<file path="config.mk">
export PLATFORM = sky130hd
export DESIGN_NAME = ioexp_in_debounce
export DESIGN_NICKNAME = d
export VERILOG_FILES = /design/src/rtl/ioexp_in_debounce.sv
export SDC_FILE = /design/constraint.sdc
export NUM_CORES = 1
export LEC_CHECK = 0
export CORE_UTILIZATION = 35
export DETAILED_ROUTE_END_ITERATION = 7
export SYNTH_ARGS = -nofsm -noshare
export SYNTH_HDL_FRONTEND = slang
export SYNTH_SLANG_ARGS = --single-unit
</file>
<file path="constraint.sdc">
create_clock -name clk -period 3.1 [get_ports clk]
set_input_delay 0.62 -clock clk [delete_from_list [all_inputs] [get_ports clk]]
set_output_delay 0.62 -clock clk [all_outputs]
set_load 0.01 [all_outputs]
</file>
<file path="src/rtl/ioexp_in_debounce.sv">
// Per-bit debouncer for the IO-expander input word, queuing {index, level} change events in a show-ahead FIFO.
// Optional: define IOEXP_DEB_TIMESTAMP_EN to add a 16-bit tick timestamp (ev_time) to each event.
module ioexp_in_debounce #(
  parameter int               WIDTH        = 16,
  parameter int               TICK_DIV     = 1000,
  parameter int               STABLE_TICKS = 4,
  parameter int               FIFO_DEPTH   = 8,
  parameter logic [WIDTH-1:0] INIT_VALUE   = '0
) (
  input  logic                     clk,
  input  logic                     reset,
  input  logic [WIDTH-1:0]         raw_in,
  output logic [WIDTH-1:0]         state,
  output logic                     ev_valid,
  input  logic                     ev_ready,
  output logic [$clog2(WIDTH)-1:0] ev_bit,
  output logic                     ev_level,
`ifdef IOEXP_DEB_TIMESTAMP_EN
  output logic [15:0]              ev_time,
`endif
  output logic                     ev_overflow,
  input  logic                     ovf_clear,
  output logic                     irq
);
  localparam int BW = $clog2(WIDTH);
  localparam int TW = $clog2(TICK_DIV);
  localparam int CW = $clog2(STABLE_TICKS + 1);
  localparam int AW = $clog2(FIFO_DEPTH);
`ifdef IOEXP_DEB_TIMESTAMP_EN
  localparam int EW = 16 + BW + 1;
`else
  localparam int EW = BW + 1;
`endif

  logic [TW-1:0]          r_tick_cnt;
  logic                   w_tick;
  logic [WIDTH-1:0]       r_state;
  logic [WIDTH-1:0][CW-1:0] r_cnt;
  logic [WIDTH-1:0]       w_toggle;
  logic [WIDTH-1:0]       r_pend;
  logic [WIDTH-1:0]       w_pclr;
  logic [BW-1:0]          w_sel;
  logic                   w_any, w_push, w_pop, w_ovf_set;
  logic                   r_ovf;
  logic [EW-1:0]          r_mem [FIFO_DEPTH];
  logic [AW:0]            r_wp, r_rp;
  logic                   w_empty, w_full;
  logic [EW-1:0]          w_entry, w_head;

  // Sample tick
  assign w_tick = (r_tick_cnt == TW'(TICK_DIV - 1));

  always_ff @(posedge clk) begin
    if (!reset)      r_tick_cnt <= '0;
    else if (w_tick) r_tick_cnt <= '0;
    else             r_tick_cnt <= r_tick_cnt + 1'b1;
  end

  // A bit flips once it has differed from the debounced level for STABLE_TICKS samples in a row
  always_comb begin
    w_toggle = '0;
    for (int i = 0; i < WIDTH; i++)
      w_toggle[i] = w_tick && (raw_in[i] != r_state[i]) && (r_cnt[i] == CW'(STABLE_TICKS - 1));
  end

  always_ff @(posedge clk) begin
    if (!reset) begin
      r_cnt   <= '0;
      r_state <= INIT_VALUE;
    end else begin
      r_state <= r_state ^ w_toggle;
      if (w_tick)
        for (int i = 0; i < WIDTH; i++)
          r_cnt[i] <= ((raw_in[i] == r_state[i]) || w_toggle[i]) ? '0 : r_cnt[i] + 1'b1;
    end
  end

  // Lowest pending index wins the single push slot
  always_comb begin
    w_sel = '0;
    for (int i = WIDTH - 1; i >= 0; i--)
      if (r_pend[i]) w_sel = BW'(i);
  end

  assign w_any     = |r_pend;
  assign w_empty   = (r_wp == r_rp);
  assign w_full    = (r_wp[AW] != r_rp[AW]) && (r_wp[AW-1:0] == r_rp[AW-1:0]);
  assign w_pop     = ev_valid && ev_ready;
  assign w_push    = w_any && (!w_full || w_pop);
  assign w_pclr    = w_push ? (WIDTH'(1) << w_sel) : '0;
  assign w_ovf_set = |(w_toggle & r_pend);

  always_ff @(posedge clk) begin
    if (!reset) begin
      r_pend <= '0;
      r_ovf  <= 1'b0;
    end else begin
      r_pend <= (r_pend & ~w_pclr) | w_toggle;
      if (w_ovf_set)      r_ovf <= 1'b1;
      else if (ovf_clear) r_ovf <= 1'b0;
    end
  end

`ifdef IOEXP_DEB_TIMESTAMP_EN
  logic [15:0] r_ts;
  always_ff @(posedge clk) begin
    if (!reset)      r_ts <= '0;
    else if (w_tick) r_ts <= r_ts + 16'd1;
  end
  assign w_entry = {r_ts, w_sel, r_state[w_sel]};
  assign ev_time = ev_valid ? w_head[EW-1 -: 16] : '0;
`else
  assign w_entry = {w_sel, r_state[w_sel]};
`endif

  // Storage is left unreset; the head is masked while the FIFO is empty
  always_ff @(posedge clk) begin
    if (w_push) r_mem[r_wp[AW-1:0]] <= w_entry;
  end

  always_ff @(posedge clk) begin
    if (!reset) begin
      r_wp <= '0;
      r_rp <= '0;
    end else begin
      if (w_push) r_wp <= r_wp + 1'b1;
      if (w_pop)  r_rp <= r_rp + 1'b1;
    end
  end

  assign w_head      = r_mem[r_rp[AW-1:0]];
  assign ev_valid    = !w_empty;
  assign ev_bit      = ev_valid ? w_head[BW:1] : '0;
  assign ev_level    = ev_valid && w_head[0];
  assign state       = r_state;
  assign ev_overflow = r_ovf;
  assign irq         = ev_valid || r_ovf;
endmodule
</file>
==> flow_metrics.py <==
metrics = {
    "sta": {
        "setup_violations": 0,
        "fin_crit_ns": 2.88,
        "clock_skew_ns": 0.00892,
        "worstMarginPinSlew_ns": 1.10,
        "slew_headroom": 0.262,
        "hold_viol_final": 0,
        "slew_viol_final": 0,
        "tns_ns": 0,
        "rsz0062_at_grt": "false",
        "period_share": 0.929,
        "timing.fmax_ghz": 0.347,
    },
    "clock_tree": {
        "cts_tree": "yes",
        "clock_path_buffers": 2,
        "cts_resized": 0,
        "cts.sinks": 142,
        "clock_latency_ns": 0.42,
        "hold_buffers": 0,
        "cts_root_buf": "clkbuf_16",
        "clk_pin_slew_ns": 0.06,
        "htree_levels": 4,
        "cts_buffers": 17,
        "post-cts-setup-buffer-count": 0,
    },
    "worst_setup_path": {
        "crit_type": "reg -> out",
        "cp.required_ns": 2.48,
        "endpoint_kind": "output port",
        "cp_data_arrival_time_ns": 2.26,
        "start_kind": "flop",
        "critPathMaxFanout": 10,
        "rrSetupSlack_ns": 0.26,
    },
    "floorplan": {
        "num_rows": 51,
        "die_w_um": 143,
        "initial_core_util": 0.356,
        "io-pin-count": 44,
        "core_sq_mm": 0.0195,
        "die_y_um": 143,
        "die-area_sq_mm": 0.0204,
    },
    "synthesis": {
        "syn-cell-area_sq_mm": 0.00693,
        "synthTopCellsByArea": "dfxtp_1 29%, edfxtp_1 17%, ha_1 6.3%",
        "synthArstFlopShare": 0,
        "ys_seq_area_frac": 0.468,
        "synth_ff_type": "dfxtp_1",
        "ys_types": 46,
        "synth_nets": 759,
        "yosysTopAreaCellShare": 0.294,
        "synth-seq-cells": 142,
        "synth_warnings": 0,
        "yosysMostFrequentCell": "dfxtp_1",
        "synth_top_area_cell": "dfxtp_1",
        "syn_area_per_cell_sq_um": 9.85,
        "synth_edf_count": 40,
        "synthCells": 704,
        "synthTopCellsByCount": "102 x dfxtp_1, 60 x nand2_1, 50 x a21boi_0",
    },
    "routing": {
        "drc": 0,
        "wire_per_inst_um": 14.3,
        "antenna_left": 0,
        "drt-pass1-iter-count": 5,
        "drt_wl_total_um": 14800,
        "drtIter0Drc": 220,
        "viasPerCell": 4.94,
        "vias": 5090,
    },
    "power": {
        "ir_drop_v": 0.000365,
        "power_density_mw_per_mm2": 493,
        "total_leakage_power_nw": 2.96,
    },
    "global_route": {
        "grt_start_max_net_pins": 64,
        "grt_pass1_vias": 4841,
        "antenna_found_initial": 0,
        "grtUsageTotal": 0.156,
        "grt_overflow": 0,
        "grt_first_pass_wirelength_um": 24700,
    },
    "hold_path": {
        "hp-class": "reg -> reg",
    },
    "placement": {
        "dp_hpwl_um": 10300,
        "place.gp.congestion": 0.892,
        "port_buffers": 43,
        "dp.cells": 999,
        "place_area_sq_mm": 0.00772,
    },
    "finish": {
        "fillerInstances": 1898,
        "regArea_sq_mm": 0.00324,
        "fin_cells": 1030,
        "nNetsFinal": 808,
        "area_growth_pct": 20.2,
        "final_area_sq_mm": 0.00834,
        "antennaDiodeCount": 0,
        "drive_gt1_frac": 0.0954,
        "multiInputGateArea_sq_mm": 0.00345,
    },
    "flow_run": {
        "cap_violations": 0,
    },
    "run_status": {
        "status": "complete, no violations",
    },
}
==> cell type report <==
type,instances,share of cell area
clock buffer,22,0.0575
clock inverter,9,0.0161
inverter,21,0.00946
multi-input combinational,506,0.414
sequential,142,0.389
tap,265,0.0398
timing repair buffer,65,0.0739
==> per-layer routing <==
layer,share of wire,track usage,wire [um],vias to the layer above
li1,-,-,-,2618
met1,0.48,0.204,7120,2369
met2,0.47,0.255,6950,84
met3,0.031,0.0302,459,19
met4,0.016,0.0572,243,0
met5,0,0,0,-
==> cell families after synthesis <==
group	after synthesis	synth area share
and+or+nand+nor	299	0.230
DFF	142	0.468
AOI/OAI and AO/OA	119	0.116
buffers and inverters	56	0.0352
adders and majority gates	35	0.0632
xor gates and xnor gates	32	0.0404
muxes	21	0.0484
==> placed cells by master (no fill, tap or decap), types with 20 or more instances in the layout <==
cell,instances
a21boi_0,50
a21oi_1,35
buf_4,20
clkdlybuf4s50_1,42
dfxtp_1,102
edfxtp_1,40
ha_1,35
inv_1,21
nand2_1,60
nand2b_1,26
nand3_1,49
nor2_1,33
nor2b_1,37
nor3_1,36
xor2_1,21
==> worst max-delay path, cell delays in order (launching register included) <==
cell and delay (ns):
dfxtp_1 0.31, buf_4 0.23, mux4_2 0.53, mux2i_1 0.21, nor2_1 0.06, clkdlybuf4s50_1 0.49
==> through the flow <==
step                hold slack [ns]  total power [mW]   util  setup WS, ns
finish                        0.467              4.11  0.428         0.219
global route                  0.493              4.24  0.428        0.0243
CTS                           0.470              4.15  0.428         0.185
detailed placement            0.461              2.05  0.397         0.280
global placement              0.445              2.05  0.397         0.344
floorplan                     0.430              1.99      -         0.569
==> state kept, by name (all words and copies together), names as in the netlist, named ones only <==
| register | flops |
|---|---|
| ev_overflow | 1 |
| r_mem | 40 |
| r_tick_cnt | 10 |
| state | 16 |
| r_rp | 4 |
| r_wp | 4 |
| r_cnt | 48 |
| r_pend | 16 |
==> worst paths after layout <==
check	cells past startpoint	end	from
setup / recovery	5	ev_level	flop
hold / removal	2	r_cnt[37]$_SDFFE_PN0P_	r_cnt[37]$_SDFFE_PN0P_
setup reg to reg	7	r_mem[3][0]$_DFFE_PP_	r_pend[13]$_SDFF_PN0_
hold reg to reg	2	r_cnt[37]$_SDFFE_PN0P_	r_cnt[37]$_SDFFE_PN0P_
==> power by group <==
part | total [mW] | switching, mW | internal [mW]
Clock | 2.11 | 0.765 | 1.34
Combinational | 0.101 | 0.0485 | 0.0528
Sequential | 1.90 | 0.00325 | 1.90
Total | 4.11 | 0.817 | 3.29
Note: power is estimated with default switching activity, not from simulation.
